==> config.mk <==
export PLATFORM = sky130hd
export DESIGN_NAME = uart_tx_gen
export DESIGN_NICKNAME = d
export VERILOG_FILES = /design/src/rtl/uart_tx_gen.sv
export SDC_FILE = /design/constraint.sdc
export NUM_CORES = 1
export LEC_CHECK = 0
export ABC_AREA = 1
export CAP_MARGIN = 20
export CORE_ASPECT_RATIO = 0.9
export CORE_MARGIN = 5
export CORE_UTILIZATION = 50
export CTS_CLUSTER_SIZE = 28
export DETAILED_ROUTE_END_ITERATION = 7
export GPL_TIMING_DRIVEN = 0
export PLACE_DENSITY = 0.76
export SYNTH_ARGS = -nofsm -noshare
export SYNTH_HDL_FRONTEND = slang
export SYNTH_SLANG_ARGS = --single-unit
==> constraint.sdc <==
create_clock -name clk -period 1.7 [get_ports clk]
set_input_delay 0.425 -clock clk [delete_from_list [all_inputs] [get_ports clk]]
set_output_delay 0.425 -clock clk [all_outputs]
set_load 0.02 [all_outputs]
==> src/rtl/uart_tx_gen.sv <==
// UART transmitter: one character per valid/ready handshake, runtime frame format,
// oversampled baud-tick timing and line-break generation with mark-after-break.
module uart_tx_gen #(
   parameter int DATA_W = 9,
   parameter int OVS    = 16
) (
   input  logic              clk,
   input  logic              aresetn,
   input  logic              baud_tick,
   input  logic [3:0]        cfg_data_bits,
   input  logic [2:0]        cfg_parity,
   input  logic [1:0]        cfg_stop,
   input  logic              cfg_break,
   input  logic              s_valid,
   input  logic [DATA_W-1:0] s_data,
   output logic              s_ready,
   output logic              tx,
   output logic              busy,
   output logic              done
);

   localparam int CNT_W = (OVS > 1) ? $clog2(OVS) : 1;
   localparam logic [CNT_W-1:0] BIT_TC  = CNT_W'(OVS - 1);
   localparam logic [CNT_W-1:0] HALF_TC = CNT_W'(OVS / 2 - 1);

   localparam logic [2:0] IDLE   = 3'd0;
   localparam logic [2:0] START  = 3'd1;
   localparam logic [2:0] DATA   = 3'd2;
   localparam logic [2:0] PARITY = 3'd3;
   localparam logic [2:0] STOP   = 3'd4;
   localparam logic [2:0] BREAK  = 3'd5;
   localparam logic [2:0] MAB    = 3'd6;

   logic [2:0]        state;
   logic [CNT_W-1:0]  tick_cnt;
   logic [3:0]        bit_cnt;
   logic [DATA_W-1:0] shift_reg;
   logic [3:0]        nbits;
   logic              par_en;
   logic              par_bit;
   logic [2:0]        stop_halves;
   logic              out_of_reset;

   logic [3:0]        nbits_in;
   logic [DATA_W-1:0] used_mask;
   logic              par_in;
   logic              par_en_in;
   logic [2:0]        stop_halves_in;
   logic              accept;
   logic              tick_tc;
   logic              stop_last;

   // Frame format is resolved at accept time; parity only covers the bits actually sent.
   always_comb begin
      nbits_in = cfg_data_bits;
      if (cfg_data_bits < 4'd5)
         nbits_in = 4'd5;
      else if (cfg_data_bits > 4'(DATA_W))
         nbits_in = 4'(DATA_W);
      used_mask = '0;
      for (int i = 0; i < DATA_W; i++)
         used_mask[i] = (4'(i) < nbits_in);
      par_in    = 1'b0;
      par_en_in = 1'b1;
      case (cfg_parity)
         3'd1:    par_in = ^(s_data & used_mask);
         3'd2:    par_in = ~^(s_data & used_mask);
         3'd3:    par_in = 1'b1;
         3'd4:    par_in = 1'b0;
         default: par_en_in = 1'b0;
      endcase
      case (cfg_stop)
         2'd0:    stop_halves_in = 3'd2;
         2'd1:    stop_halves_in = 3'd3;
         default: stop_halves_in = 3'd4;
      endcase
   end

   // Stop time is counted in half-bit units so 1.5 stop bits fit the same tick counter.
   assign tick_tc   = baud_tick & (tick_cnt == ((state == STOP) ? HALF_TC : BIT_TC));
   assign stop_last = (bit_cnt == ({1'b0, stop_halves} - 4'd1));
   assign s_ready   = out_of_reset & (state == IDLE) & ~cfg_break;
   assign accept    = s_valid & s_ready;
   assign busy      = (state != IDLE);
   assign done      = (state == STOP) & tick_tc & stop_last;

   always_comb begin
      case (state)
         START, BREAK: tx = 1'b0;
         DATA:         tx = shift_reg[0];
         PARITY:       tx = par_bit;
         default:      tx = 1'b1;
      endcase
   end

   always_ff @(posedge clk or negedge aresetn) begin
      if (!aresetn) begin
         state        <= IDLE;
         tick_cnt     <= '0;
         bit_cnt      <= '0;
         shift_reg    <= '0;
         nbits        <= '0;
         par_en       <= 1'b0;
         par_bit      <= 1'b0;
         stop_halves  <= '0;
         out_of_reset <= 1'b0;
      end else begin
         out_of_reset <= 1'b1;
         if (baud_tick && state != IDLE && state != BREAK)
            tick_cnt <= tick_tc ? '0 : tick_cnt + CNT_W'(1);
         case (state)
            IDLE: begin
               if (accept) begin
                  state       <= START;
                  shift_reg   <= s_data;
                  nbits       <= nbits_in;
                  par_en      <= par_en_in;
                  par_bit     <= par_in;
                  stop_halves <= stop_halves_in;
               end else if (cfg_break) begin
                  state <= BREAK;
               end
            end
            START: if (tick_tc) begin
               state   <= DATA;
               bit_cnt <= '0;
            end
            DATA: if (tick_tc) begin
               shift_reg <= shift_reg >> 1;
               if (bit_cnt == nbits - 4'd1) begin
                  bit_cnt <= '0;
                  state   <= par_en ? PARITY : STOP;
               end else begin
                  bit_cnt <= bit_cnt + 4'd1;
               end
            end
            PARITY: if (tick_tc) state <= STOP;
            STOP: if (tick_tc) begin
               if (stop_last) begin
                  bit_cnt <= '0;
                  state   <= IDLE;
               end else begin
                  bit_cnt <= bit_cnt + 4'd1;
               end
            end
            BREAK: if (!cfg_break) state <= MAB;
            MAB: if (tick_tc) state <= IDLE;
            default: state <= IDLE;
         endcase
      end
   end

endmodule

Word level (Yosys, flattened, before mapping)
Index checks and enable logic that the tools add are counted.
{ "totals": {"reg_bits": 30, "latch_bits": 0, "mem_bits_rw": 0, "rom_bits": 0, "out_inout_bits": 4, "elab_cells": 101, "mem_count": 0} }
{ "op_classes": {"addsub": 4, "n_mul": 0, "div_mod_pow": 0, "order_cmp": 11, "n_eq_ne": 25, "shift": 0, "n_mux": 29, "bitwise": 8, "n_reduce_logical": 15} }
{ "op_table": {"columns": ["cell", "count"], "rows": [
  ["4-bit two-way mux", 9],
  ["3-bit two-way mux", 11],
  ["3-bit case mux with 7 select lines", 1],
  ["9-bit two-way mux", 2],
  ["2-bit inequality test (second input constant)", 9],
  ["9-bit case mux with 2 select lines", 1],
  ["3-bit by 4-bit < comparator with 1-bit output (first input constant)", 4],
  ["3-bit by 2-bit equality test with 1-bit output (second input constant)", 4],
  ["3-bit equality test (second input constant)", 4],
  ["4-bit equality test", 3],
  ["4-bit case mux with 3 select lines", 1],
  ["9-bit bitwise AND", 1],
  ["9-bit AND reduction", 1],
  ["9-bit XNOR reduction", 1],
  ["9-bit parity", 1],
  ["4-bit by 1-bit adder with 4-bit output (second input constant)", 2],
  ["1-bit by 4-bit < comparator with 1-bit output (first input constant)", 2],
  ["2-bit by 4-bit < comparator with 1-bit output (first input constant)", 2],
  ["1-bit bitwise AND", 6],
  ["3-bit by 1-bit equality test with 1-bit output (second input constant)", 2],
  ["3-bit inequality test (second input constant)", 2],
  ["1-bit case mux with 3 select lines", 2],
  ["3-bit case mux with 2 select lines", 1],
  ["3-bit nonzero test", 2],
  ["17 further kinds", 18]
]} }

Longest topological paths before layout
Gate-level depths: netlist (run 1).
{ "depth": {"depth_word": 7, "depth_mapped": 14} }

Least setup slack after synthesis (run 1)
Ideal clock, no wire load.
{ "synth_path": {"kind": "reg-to-output", "start": "register stop_halves[0]", "end": "output done", "arrival_ns": 1.551, "t_required_ns": 1.275, "setup_slack_ns": -0.276, "stages_incl_launch_ff": 8, "n_path_buf": 0, "path_cell_list": "dfrtp_1 -> inv_1 -> ha_1 -> xor2_1 -> nand2_1 -> nor2_1 -> nand4_1 -> nor3_1"} }
{ "synth_via": {"elab_chain_len": 3} }
{ "synth_rtl": {"columns": ["item", "line_no", "text"], "rows": [
  ["from (decl)", "41", "logic [2:0] stop_halves;"],
  ["from (signal assigned)", "119", "stop_halves <= stop_halves_in;"],
  ["3-bit by 1-bit subtractor with 4-bit output", "81", "assign stop_last = (bit_cnt == ({1'b0, stop_halves} - 4'd1));"],
  ["4-bit equality test", "81", null],
  ["1-bit bitwise AND", "85", "assign done = (state == STOP) & tick_tc & stop_last;"],
  ["to (decl)", "19", "output logic done"]
]} }
No other way between the ends.

Worst setup path after layout (run 1)
{ "layout_path": {"start": "register stop_halves[1]", "end": "output done"} }
Same word-level chain as after synthesis.

==> results.txt, run 1 <==
* Fraction of met2 tracks used by global routing: approximately 32%
* R2r endpoint: stop_halves[2]
* Maximum ir drop on the vdd rail: just over 700 µV
- For this run, the detailed router's first-pass iteration total came to 4.
* Drt drc: 0
* DIE WIDTH: around 80 µm
* Final critical-path share of the clock period: 124.5%
* Critical Path Fanout Max: 2
* Count of clock tree sinks: 30
* GRT Overall Usage: about 18%
- Mean instance size in the synthesized netlist: 7.745 µm²
* Synthesized area: between 2000 and 2500 µm²
- DP HPWL: 3.309 mm
* Proportion of synthesized chip area in sequential cells: 36.17%
* Via count of the first global-routing pass: between 1500 and 2000
* Ys async rst share: 100.0%
* Min-Delay Endpoint: par_en
- Top cell family by delay on the critical path: simple AND/OR/NAND/NOR gates
- Worst setup slack after layout: -416.8 ps
* Flip-flop count of the largest register after layout: 9
- For this design the static power due to leakage is roughly 0.0014 µW.
- Area growth from synthesis to layout: 41.53%
- Ys flop type: sky130_fd_sc_hd__dfrtp_1
* H-tree lvl count: 2
* Largest net degree at the start of global routing: 17
* Number of enable flip-flop cells after synthesis: 0
- Setup Viol. Count Final: 27
* Critical Setup Path Class: flip-flop to output port
- Starting utilization of the core area: 51.30%
- The first global-routing pass estimated around 8 mm of wire.
* Final non-filler cell total: around 380
- Via/cell ratio: 5.189
- The final reports fail on setup timing.
* Die Area: roughly 5500 µm²
* Buf/Inv on CP: 2
* Max capacitance violation total: 0
- In this run the critical register-to-register path is launched from state[2].
* Vias after detailed routing: roughly 2000
- In the final routed layout, each cell accounts on average for between 10 and 15 µm.
- Including well taps, the total number of placed cells is between 300 and 400.
* Endpoints failing hold: 0
- Synthesis-stage register bit count: 30
* Post-DRT Antenna Nets: 0
* Worst setup skew after layout: a little over 7 ps
- The worst path in the final design needs a cycle of roughly 2100 ps, including I/O delays and setup.
* Final number of max-transition violations: 0
* Diode count: 0
- The path class of the tightest hold or removal check is flip-flop to flip-flop.
* Final net count: 354
- The Yosys step of the flow raised 0 warnings.
- The worst register-to-register path has a depth of 9.
* Total nets after synthesis: a little under 300
- Core region area: 4046 µm²
* Number of instances in the synthesized netlist: around 270
- The run finished, with violations left.
- In the global route stage, met1 resource usage came out at 19.60%.
- The worst setup path is captured at an output port.
* Number of violations reported at the end of detailed-routing iteration 0: 95
- Across all register-to-register paths, the minimum setup slack is -170 ps.
- In this run the core area contains 22 standard-cell rows.
- Share of layout cells above drive strength 1: between 30% and 40%
- The number of different library cells used by synthesis comes to 38.
* FMAX: between 400 and 500 MHz
* Final estimated routing congestion in global placement: roughly 0.83
- Data arrives at the worst endpoint at 1690 ps.
- Initial antenna violation count: 0
- TritonCTS created 5 clock buffers.
- No sink is reached through more buffers than the 2 on the longest clock path.
- Met3 Resource Use GR: 4.835%
* Data required time at the worst endpoint: about 1300 ps
- Summed over all layers, the global routing overflow is 0.
* Hold Startpoint: par_en
- For this block, the routed nets add up to around 5 mm of wire.
- Cell Chain, Critical Path: inv_2 > ha_4 > xor2_1 > nand2_1 > nor2_1 > nand4_1 > nor3_4 > buf_6
- The worst setup path is launched from a flip-flop.
* Total power divided by cell area: ~1600 nW/µm²
* Headroom to the max-slew limit: around 45%
- Most Used Layer, Global Route: met2
* CP max stage cell: sky130_fd_sc_hd__dfrtp_1
- Port Buf Inserts: 26
* Fin util: ~73%
- Clock latency on the worst-skew pair: a little under 300 ps
- For this run, the slowest stage of the critical path takes about 360 ps.
* Boundary pin count: 27
* Root Buffer: sky130_fd_sc_hd__clkbuf_8
- Final Power: approximately 4800 µW
* CTS clock-pin slew for the worst setup and hold paths: ~70 ps
- Y dimension of the die: 71.13 µm
* Least-Margin Pin Slew: 827.2 ps
- Fill cells in the final layout number just over 300.
* Placement Setup Slack: -775.6 ps
- Hold path cells: 2
- TritonCTS built the clock tree.
* Unrepaired setup endpoints after global routing: yes
-- kinds of logic after synthesis --
logic type / count (synthesis) / share of synthesized area, %
compound gates: 42 / 15.61
buf+inv: 56 / 11.69
simple gates: 124 / 29.17
flops: 30 / 36.17
mux: 1 / 0.5425
other cells: 1 / 0.1807
fa+ha+maj: 4 / 2.411
xor+xnor: 10 / 4.220
-- through the flow --
step	hold WS [ps]	setup TNS [ps]	instance area [µm²]
3_5_place_dp	469.5	-5846	2435
6_report	502.6	-2071	2938
5_1_grt	527.0	-4292	2938
2_1_floorplan	129.4	-172.5	2087
4_1_cts	499.7	-2376	2823
3_3_place_gp	471.9	-16500	2407
-- cells in the final DEF (no fill, tap or decap), drive strengths merged, types with 2 or more instances in the layout --
cell type,netlist,layout
a21oi,4,4
buf,4,34
clkbuf,0,6
clkdlybuf4s50,0,20
dfrtp,30,30
ha,4,4
inv,52,52
nand2,66,66
nand3,25,25
nand4,5,5
nor2,20,20
nor3,6,6
o211ai,8,8
o21ai,23,23
o21bai,2,2
o31ai,2,2
or2,2,2
xor2,9,9
-- how the worst max path moves through the flow --
stage | start | end | slack [ps] | cells past startpoint
after global placement | baud_tick | done | -770 | 5
after floorplan | stop_halves[0] | done | -90 | 7
after global routing | stop_halves[1] | done | -530 | 8
final | stop_halves[1] | done | -420 | 8
after CTS | stop_halves[1] | done | -500 | 8
after detailed placement | baud_tick | done | -780 | 5
-- what timing repair did --
item / 4_1_cts / 5_1_grt
setup endpoints to repair: 20 / 25
endpoints found under the hold margin: 0 / 0
pin swaps: 7 / 8
setup buffers: 23 / 8
gates cloned: 1 / 0
hold buffers: 0 / 0
resized for setup: 50 / 28
-- synthesized netlist by cell type (2+ instances only) --
cell type                  instances  area share, %
sky130_fd_sc_hd__o21ai_1           3           0.72
sky130_fd_sc_hd__o31ai_1           2           0.72
sky130_fd_sc_hd__o21ai_2           9            3.8
sky130_fd_sc_hd__nand3_1          23            5.5
sky130_fd_sc_hd__xor2_1            9            3.8
sky130_fd_sc_hd__dfrtp_1          30             36
sky130_fd_sc_hd__ha_1              4            2.4
sky130_fd_sc_hd__nand4_1           5            1.5
sky130_fd_sc_hd__nor2_4            2            1.1
sky130_fd_sc_hd__o21ai_0          10            2.4
sky130_fd_sc_hd__inv_1            46            8.3
sky130_fd_sc_hd__o211ai_1          7            2.5
sky130_fd_sc_hd__nor3_4            2            1.6
sky130_fd_sc_hd__nor2_1           16            2.9
sky130_fd_sc_hd__nor3_1            4           0.96
sky130_fd_sc_hd__a21oi_1           4           0.96
sky130_fd_sc_hd__nand2_1          65             12
sky130_fd_sc_hd__buf_6             2            1.1
sky130_fd_sc_hd__inv_2             6            1.1
-- power breakdown --
group,internal (µW),switching [µW]
combinational,1240,1480
clock,437,281
sequential,1060,255
total,2730,2020
-- routing by layer --
layer	wire, µm	up-vias
li1	-	976
met2	2726	29
met4	106	0
met3	165	12
met5	0	-
met1	2098	934
-- worst reg2reg max path, delay by kind of cell, from the launching register on --
kind	cells	cell delay (ps)
flops	1	460
compound gates	1	100
buf+inv	4	520
simple gates	4	680
-- final cells by class --
| class | instances | area, µm² | share of cell area, % |
|---|---|---|---|
| Clock buffer | 6 | 72.57 | 2.470 |
| Clock inverter | 2 | 37.54 | 1.278 |
| Sequential cell | 30 | 753.2 | 25.64 |
| Inverter | 52 | 205.2 | 6.985 |
| Buffer | 4 | 51.30 | 1.746 |
| Tap cell | 48 | 60.06 | 2.044 |
| Multi-Input combinational cell | 182 | 1232 | 41.95 |
| Timing Repair Buffer | 52 | 525.5 | 17.89 |
Power figures use the tool's default switching activity.
==> run 2: changes to the inputs <==
- ABC_AREA: 1 -> default
- CORE_UTILIZATION: 50 -> 49
==> run 2 against run 1 <==
Effect of this change:
- the run still ends with setup timing left
- combinational power fell by 9.6%
- critical path depth decreased by 1
- utilization rose by 0.61 points
- sequential share of layout area grew 2.2 points
- register-to-register slack lost 240 ps
- total power down 9.2%
- non-clock buffer count rose by 3
- first-iteration DRC count shrank 14%
- global-route usage up 0.32 points
- critical endpoint unchanged
- highest routed layer unchanged
==> results.txt, run 2 <==
- The flow ran to the end, but the final reports show violations.
- The checks that failed: setup timing.
- Entering global routing, the biggest net connects 19 pins.
- Sequential power share: 29.2%
- Proportion of synthesized chip area in sequential cells: 39.95%
* Most frequently used cell type in the post-synthesis netlist: sky130_fd_sc_hd__dfrtp_1
- The first global-routing pass estimated 7.044 mm of wire.
* Number of instances in the synthesized netlist: ~210
- The H-tree was split into 2 levels.
* Placed Instance Area: between 2000 and 2500 µm²
* Internal power: approximately 2700 µW
- First-pass detailed-route iteration total: 4
- The finished layout holds ~310 standard cells, fillers aside.
- Initial antenna violation count: 0
* Maximum ir drop on the vdd rail: about 610 µV
- The number of global-route vias before repair is about 1600.
- Max capacitance violation total: 0
- The top cell types in the final layout, fill and taps aside, are sky130_fd_sc_hd__dfrtp_1, sky130_fd_sc_hd__nand2_1, sky130_fd_sc_hd__buf_4, sky130_fd_sc_hd__o21ai_0, sky130_fd_sc_hd__nor2_1.
- After synthesis, the mean cell area works out to 9.123 µm².
- Vias after detailed routing: 1647
- Final number of max-transition violations: 0
- The multi-input combinational cells in the finished layout cover a total of around 1200 µm².
* Dpl cells: approximately 280
* Worst setup slack after layout: -428.7 ps
* WL per Instance: 14.29 µm
* Least-Margin Pin Slew: about 700 ps
- Sequential cell area: 754.5 µm²
- Final critical-path share of the clock period: 125.2%
* Diode count: 0
- Warnings from Yosys: 0
- Routability-driven placement finished with a final weighted congestion of around 0.76.
* Core region area: between 3000 and 4000 µm²
- For this design the total switching power over the nets is 1647 µW.
* Buf/Inv on CP: 2
* GRT Overall Usage: a little under a fifth
* Share of layout cells above drive strength 1: 33.46%
- Ys async rst share: between 90% and 100%
* DP HPWL: between 2 and 3 mm
- FMAX: between 400 and 500 MHz
* Root Buffer: sky130_fd_sc_hd__clkbuf_8
- The worst setup path is captured at an output port.
* DIE WIDTH: 75.28 µm
- Gate power share: between 50% and 60%
- Clock latency on the worst-skew pair, taken at its later pin, is between 200 and 300 ps.
- The library cell used most frequently in the layout, excluding fill and tap cells, is sky130_fd_sc_hd__dfrtp_1.
- For this run, the leading register cell type out of synthesis is sky130_fd_sc_hd__dfrtp_1.
* Area share of the largest cell type after synthesis: around 40%
* Die Area: between 5000 and 6000 µm²
* Total nets after synthesis: about 230
- After clock tree synthesis, the clock-pin slew on the worst setup and hold paths is roughly 70 ps.
- TritonCTS clock tree: done
- Counting instances in the post-synthesis netlist gives the leading cell types as sky130_fd_sc_hd__dfrtp_1, sky130_fd_sc_hd__nand2_1, sky130_fd_sc_hd__o21ai_0.
- Standard-cell row count: 21
- Number of unique standard cell types used by synthesis: between 40 and 50
* Yosys top cell by area: sky130_fd_sc_hd__dfrtp_1
- Once the floorplan was initialized, standard cells occupied roughly half of the core.
- Min-Delay Path Class: flip-flop to flip-flop
- Drt drc: 0
- Critical path startpoint category: flip-flop
* Critical Path Fanout Max: 2
- In the routed layout, each cell is associated on average with a via count of 5.330.
* Clock power share: roughly 14%
- Endpoints failing hold: 0
* Total global routing overflow: 0
- Cells fill 73.22% of the core in the end.
* Final Critical Period: 2129 ps
* Boundary pin count: 27
* Flip-flop count of the largest register after layout: 9
* Worst setup skew after layout: roughly 9.5 ps
- Power spread over the standard cell area amounts to about 1600 nW/µm².
- Y dimension of the die: 68.75 µm
- Setup violations remaining at the end of the flow were counted as 19.
- Critical Setup Path Class: flip-flop to output port
- Once layout is done, the placed cells without fillers occupy about 2700 µm².
- Summing every instance area after synthesis gives 1879 µm².
- Port Buf Inserts: 26
* Number of enable flip-flop cells after synthesis: 0
- Count of clock tree sinks: 30
- The filler cells instantiated in the layout total 247.
- Measured against its own limit, the worst slew margin works out to between 50% and 60%.
* Post-DRT Antenna Nets: 0
- The largest single stage delay on the critical path is roughly 370 ps.
- The analysis attributes to cell leakage a power of 0.001200 µW.
- Setup repair after global routing could not meet its margin everywhere.
* Cell Chain, Critical Path: inv_2 > ha_4 > xnor2_2 > and4bb_1 > o211ai_2 > nor3_2 > buf_4
- No sink is reached through more buffers than the 2 on the longest clock path.
* CP max stage cell: sky130_fd_sc_hd__dfrtp_1
- Ranking of synthesized cells by area: sky130_fd_sc_hd__dfrtp_1, sky130_fd_sc_hd__mux2i_1, sky130_fd_sc_hd__o21ai_0
* Placement Setup Slack: -721.7 ps
* Hold-fix buffers at CTS: 0
- The synthesized design contains 30 register bits.
* Area growth from synthesis to layout: 44.34%
* Data required time at the worst endpoint: 1270 ps
- For flop-to-flop paths, the worst setup slack is -410 ps.
* Number of violations reported at the end of detailed-routing iteration 0: roughly 80
* Top cell family by delay on the critical path: simple AND/OR/NAND/NOR gates
- Final net count: approximately 290
- The number of clock buffers added by TritonCTS is 5.
- Share of total power consumed by net switching: between 30% and 40%
- Wires add up to 4.415 mm.
- Arrival time reported for the critical path endpoint: 1700 ps
## run 2: power groups by stage
stage	Combinational [µW]	Sequential [µW]	Clock (µW)
6_report	2460	1260	600
5_1_grt	2690	1290	654
4_1_cts	1970	1240	603
3_5_place_dp	1640	1240	0
3_3_place_gp	1600	1230	0
2_1_floorplan	1290	1180	0
## run 2: cell type report
type                       count  area share, %
clock inverter                 1         0.1845
clock buffer                   7          3.183
multi-input combinational    156          44.42
buffer                         9          2.998
tap                           46          2.122
timing repair buffer          50          17.90
sequential                    30          27.81
inverter                      10          1.384
## run 2: final timing paths
kind	from	to	cells after the start
min	par_bit	par_bit	2
min in group asynchronous	aresetn	stop_halves[0]	1
min reg2reg	par_bit	par_bit	2
max reg2reg	stop_halves[0]	state[2]	9
max in group asynchronous	aresetn	state[0]	2
max	stop_halves[0]	done	7
## run 2: timing repair
item,4_1_cts,5_1_grt
setup endpoints to repair,27,25
resized for setup,59,45
buffers inserted,13,10
cloned,1,0
pin swaps,14,14
## run 2: worst register-to-register path, stage by stage, from the launching register on
cell and delay [ps]:
sky130_fd_sc_hd__dfrtp_1 370, sky130_fd_sc_hd__inv_2 60, sky130_fd_sc_hd__ha_4 160, sky130_fd_sc_hd__xnor2_2 150, sky130_fd_sc_hd__and4bb_1 240, sky130_fd_sc_hd__o211ai_2 110
sky130_fd_sc_hd__buf_4 160, sky130_fd_sc_hd__a22o_4 260, sky130_fd_sc_hd__a21oi_4 170, sky130_fd_sc_hd__mux2_4 320
## run 2: stage by stage
step,setup TNS [ps],total power (µW),hold WS (ps)
after floorplan,-619.7,2479,129.4
after global placement,-19940,2824,459.0
after detailed placement,-9342,2885,461.4
after CTS,-1766,3808,475.4
after global routing,-3922,4636,502.7
final,-2722,4316,476.4
## run 2: routing by layer
| layer | up-vias | share of wire [%] | track usage [%] |
|---|---|---|---|
| met5 | - | 0 | 0 |
| met1 | 781 | 45 | 23.26 |
| met2 | 42 | 49 | 29.20 |
| met3 | 8 | 5.0 | 4.928 |
| li1 | 816 | - | - |
| met4 | 0 | 0.88 | 5.895 |
## run 2: cell families after synthesis
group / synth area share [%]
DFF: 39.95
adders and majority gates: 2.663
buffers and inverters: 5.060
and+or+nand+nor: 17.71
other: 0.1995
xor gates and xnor gates: 10.65
muxes: 8.056
AOI/OAI and AO/OA: 15.71
==> run 3: changes to the inputs <==
--- a/config.mk
+++ b/config.mk
@@ -9,9 +9,10 @@
 export CORE_ASPECT_RATIO = 0.9
 export CORE_MARGIN = 5
-export CORE_UTILIZATION = 49
+export CORE_UTILIZATION = 57
 export CTS_CLUSTER_SIZE = 28
 export DETAILED_ROUTE_END_ITERATION = 7
-export GPL_TIMING_DRIVEN = 0
-export PLACE_DENSITY = 0.76
+export DONT_BUFFER_PORTS = 1
+export GPL_TIMING_DRIVEN = 1
+export PLACE_DENSITY = 0.75
 export SYNTH_ARGS = -nofsm -noshare
 export SYNTH_HDL_FRONTEND = slang
==> constraint.sdc (replaced) <==
create_clock -name clk -period 1.7 [get_ports clk]
set_input_delay 0.51 -clock clk [delete_from_list [all_inputs] [get_ports clk]]
set_output_delay 0.51 -clock clk [all_outputs]
set_load 0.02 [all_outputs]
==> run 3 against run 2 <==
Effect of this change:
- the flow still finishes with violations (setup timing)
- fmax is 3.7% lower
- final cell count is 2.9% lower
- design area is 1.2% lower
- worst hold slack worse by 430 ps
- sequential power hardly changed
- die area is 12% lower
- routed wire length is 37% higher
- via count is 10% higher
- critical endpoint unchanged
==> results.txt, run 3 (synthesis gave the netlist of run 2 again) <==
- The run finished, with violations left.
* Failing checks: setup timing
* Min-Delay Path Class: input pin to asynchronous set/reset pin
- The final route contains about 1800 vias.
- Setup Viol. Count Final: 16
* Headroom to the max-slew limit: 66.43%
- At the pin with the least slew margin, the transition time is approximately 500 ps.
- The finished cells cover between 2000 and 3000 µm².
- Die Area: between 4000 and 5000 µm²
- The clock arrives with about 12 ps of skew.
- Boundary pin count: 27
* Leakage power total: 0.001157 µW
- Worst setup slack after layout: -509.4 ps
* Clock latency on the worst-skew pair: 280 ps
- The count of nets left with antenna violations once routing finished came out at 0.
- The post-route netlist has a little over two fifths of its cells at a drive strength greater than 1.
- Starting utilization of the core area: 60.35%
- Endpoints failing hold: 0
- Summed over all failing endpoints, the final setup total negative slack is -3146 ps.
- Number of fill cells in the layout: approximately 150
* First-pass detailed-route iteration total: 6
- STA puts the critical path data arrival time at around 1700 ps.
- Global routing finished with a remaining overflow of 0.
- Across the run, the number of max-cap violations was 0.
- Number of violations reported at the end of detailed-routing iteration 0: 193
* CTS clock-pin slew for the worst setup and hold paths: 70 ps
- Data on the critical path is required at its endpoint by around 1200 ps.
- The HPWL after detailed placement is slightly above 3 mm.
- CTS placed an instance of sky130_fd_sc_hd__clkbuf_8 at the clock tree root.
- TritonCTS clock tree: done
- Placement Setup Slack: -256.4 ps
- Bufs on Longest Clock Path: 2
* Final number of max-transition violations: 0
- Dividing the detail-routed wire length by the instance count gives 20.22 µm.
* Global-route wire length before repair: 7.714 mm
- Placed Instance Area: slightly above 2000 µm²
- For the finished layout, the period the worst path requires is about 2200 ps.
- Initial antenna violation count: 0
- Flip-flop count of the largest register after layout: 9
* GRT Overall Usage: between 20% and 30%
- Critical path startpoint category: flip-flop
* Total power divided by cell area: ~1800 nW/µm²
- Diode count: 0
- Area growth from synthesis to layout: 42.54%
* Final critical-path share of the clock period: 130.0%
- Setup repair after global routing could not meet its margin everywhere.
- Number of buffers created by CTS: 5
* Most used cells in the layout excluding fill and tap cells: sky130_fd_sc_hd__buf_4, sky130_fd_sc_hd__dfrtp_1, sky130_fd_sc_hd__nand2_1, sky130_fd_sc_hd__buf_6, sky130_fd_sc_hd__o21ai_0
- Final WL: around 6.1 mm
- Critical Path Fanout Max: 2
* Maximum ir drop on the vdd rail: 956.2 µV
- The die is a little over 70 µm wide.
- Core region area: slightly above 3000 µm²
* Fin util: ~86%
- Dpl cells: between 200 and 300
* Y dimension of the die: between 60 and 70 µm
* H-tree lvl count: 2
- Most common cell after layout, fill and taps aside: sky130_fd_sc_hd__buf_4
- Final net count: about 280
- In the routed layout, each cell is associated on average with a via count of ~6.
- Drt drc: 0
- Critical Setup Path Class: flip-flop to output port
- Entering global routing, the biggest net connects 31 pins.
- Final non-filler cell total: 300
* Final estimated routing congestion in global placement: ~0.80
- Critical Path End Type: output port
* Standard-cell row count: 19
- Via count of the first global-routing pass: roughly 1700
* FMAX: around 450 MHz
- In this run the tool buffered the top-level ports with 0 buffer cells.
* Count of clock tree sinks: 30
run 3: cell count changes in the layout (fill, tap and decap cells not counted), sizes merged:
cell,previous run,this run
a21o,3,5
buf,34,52
clkbuf,11,7
clkdlybuf4s15,2,0
clkdlybuf4s50,9,0
dlygate4sd2,6,0
dlymetal6s2s,4,0
run 3: worst max-delay path, stage by stage (launching register included):
cell and delay (ps):
sky130_fd_sc_hd__dfrtp_1 390, sky130_fd_sc_hd__inv_2 90, sky130_fd_sc_hd__ha_4 150, sky130_fd_sc_hd__xnor2_4 110, sky130_fd_sc_hd__and4bb_1 230, sky130_fd_sc_hd__o211ai_2 100
sky130_fd_sc_hd__nor3_2 180, sky130_fd_sc_hd__buf_4 170
run 3: what timing repair did:
item                       4_1_cts  5_1_grt
hold buffers                     1        0
gates resized for setup         29       53
pin swaps                        8       14
buffers inserted                14       15
gates cloned                     0        2
setup endpoints to repair       22       25
hold endpoints to repair        30        0
run 3: layout make-up:
| class | instances | area (µm²) | share of cell area (%) |
|---|---|---|---|
| clock buffer | 7 | 86.33 | 3.223 |
| clock inverter | 1 | 5.005 | 0.1868 |
| inverter | 10 | 40.04 | 1.495 |
| multi-input combinational | 158 | 1277 | 47.69 |
| sequential | 30 | 754.5 | 28.16 |
| tap | 42 | 52.55 | 1.962 |
| timing repair buffer | 52 | 462.9 | 17.28 |
run 3: through the flow:
stage	hold WS [ps]	total power [µW]
6_report	44.42	4936
5_1_grt	43.98	5203
4_1_cts	55.43	4007
3_5_place_dp	215.6	3030
3_3_place_gp	215.5	2915
2_1_floorplan	214.4	2483
run 3: routing by layer:
metal	vias to the layer above	global-route usage, %	routed length (µm)
li1	813	-	-
met1	868	24.58	2250
met2	104	38.67	3113
met3	26	5.719	486
met4	0	6.220	215
met5	-	0	0
run 3: report_power, final:
group	leakage [µW]	total (µW)	internal, µW	switching [µW]
Clock	0.0000482	601	326	274
Sequential	0.000364	1290	1010	274
Combinational	0.000745	3050	1630	1420
Total	0.00116	4940	2960	1970
run 3: path summary, 6_finish.rpt:
check | start | end | slack [ps] | depth (start not counted)
setup reg to reg | stop_halves[0] | state[1] | -420 | 9
max in group asynchronous | aresetn | state[0] | 1480 | 1
hold reg to reg | stop_halves[2] | stop_halves[2] | 530 | 2
hold / removal | aresetn | shift_reg[3] | 40 | 1
min in group clk | cfg_stop[1] | stop_halves[1] | 320 | 1
setup / recovery | stop_halves[0] | done | -510 | 7
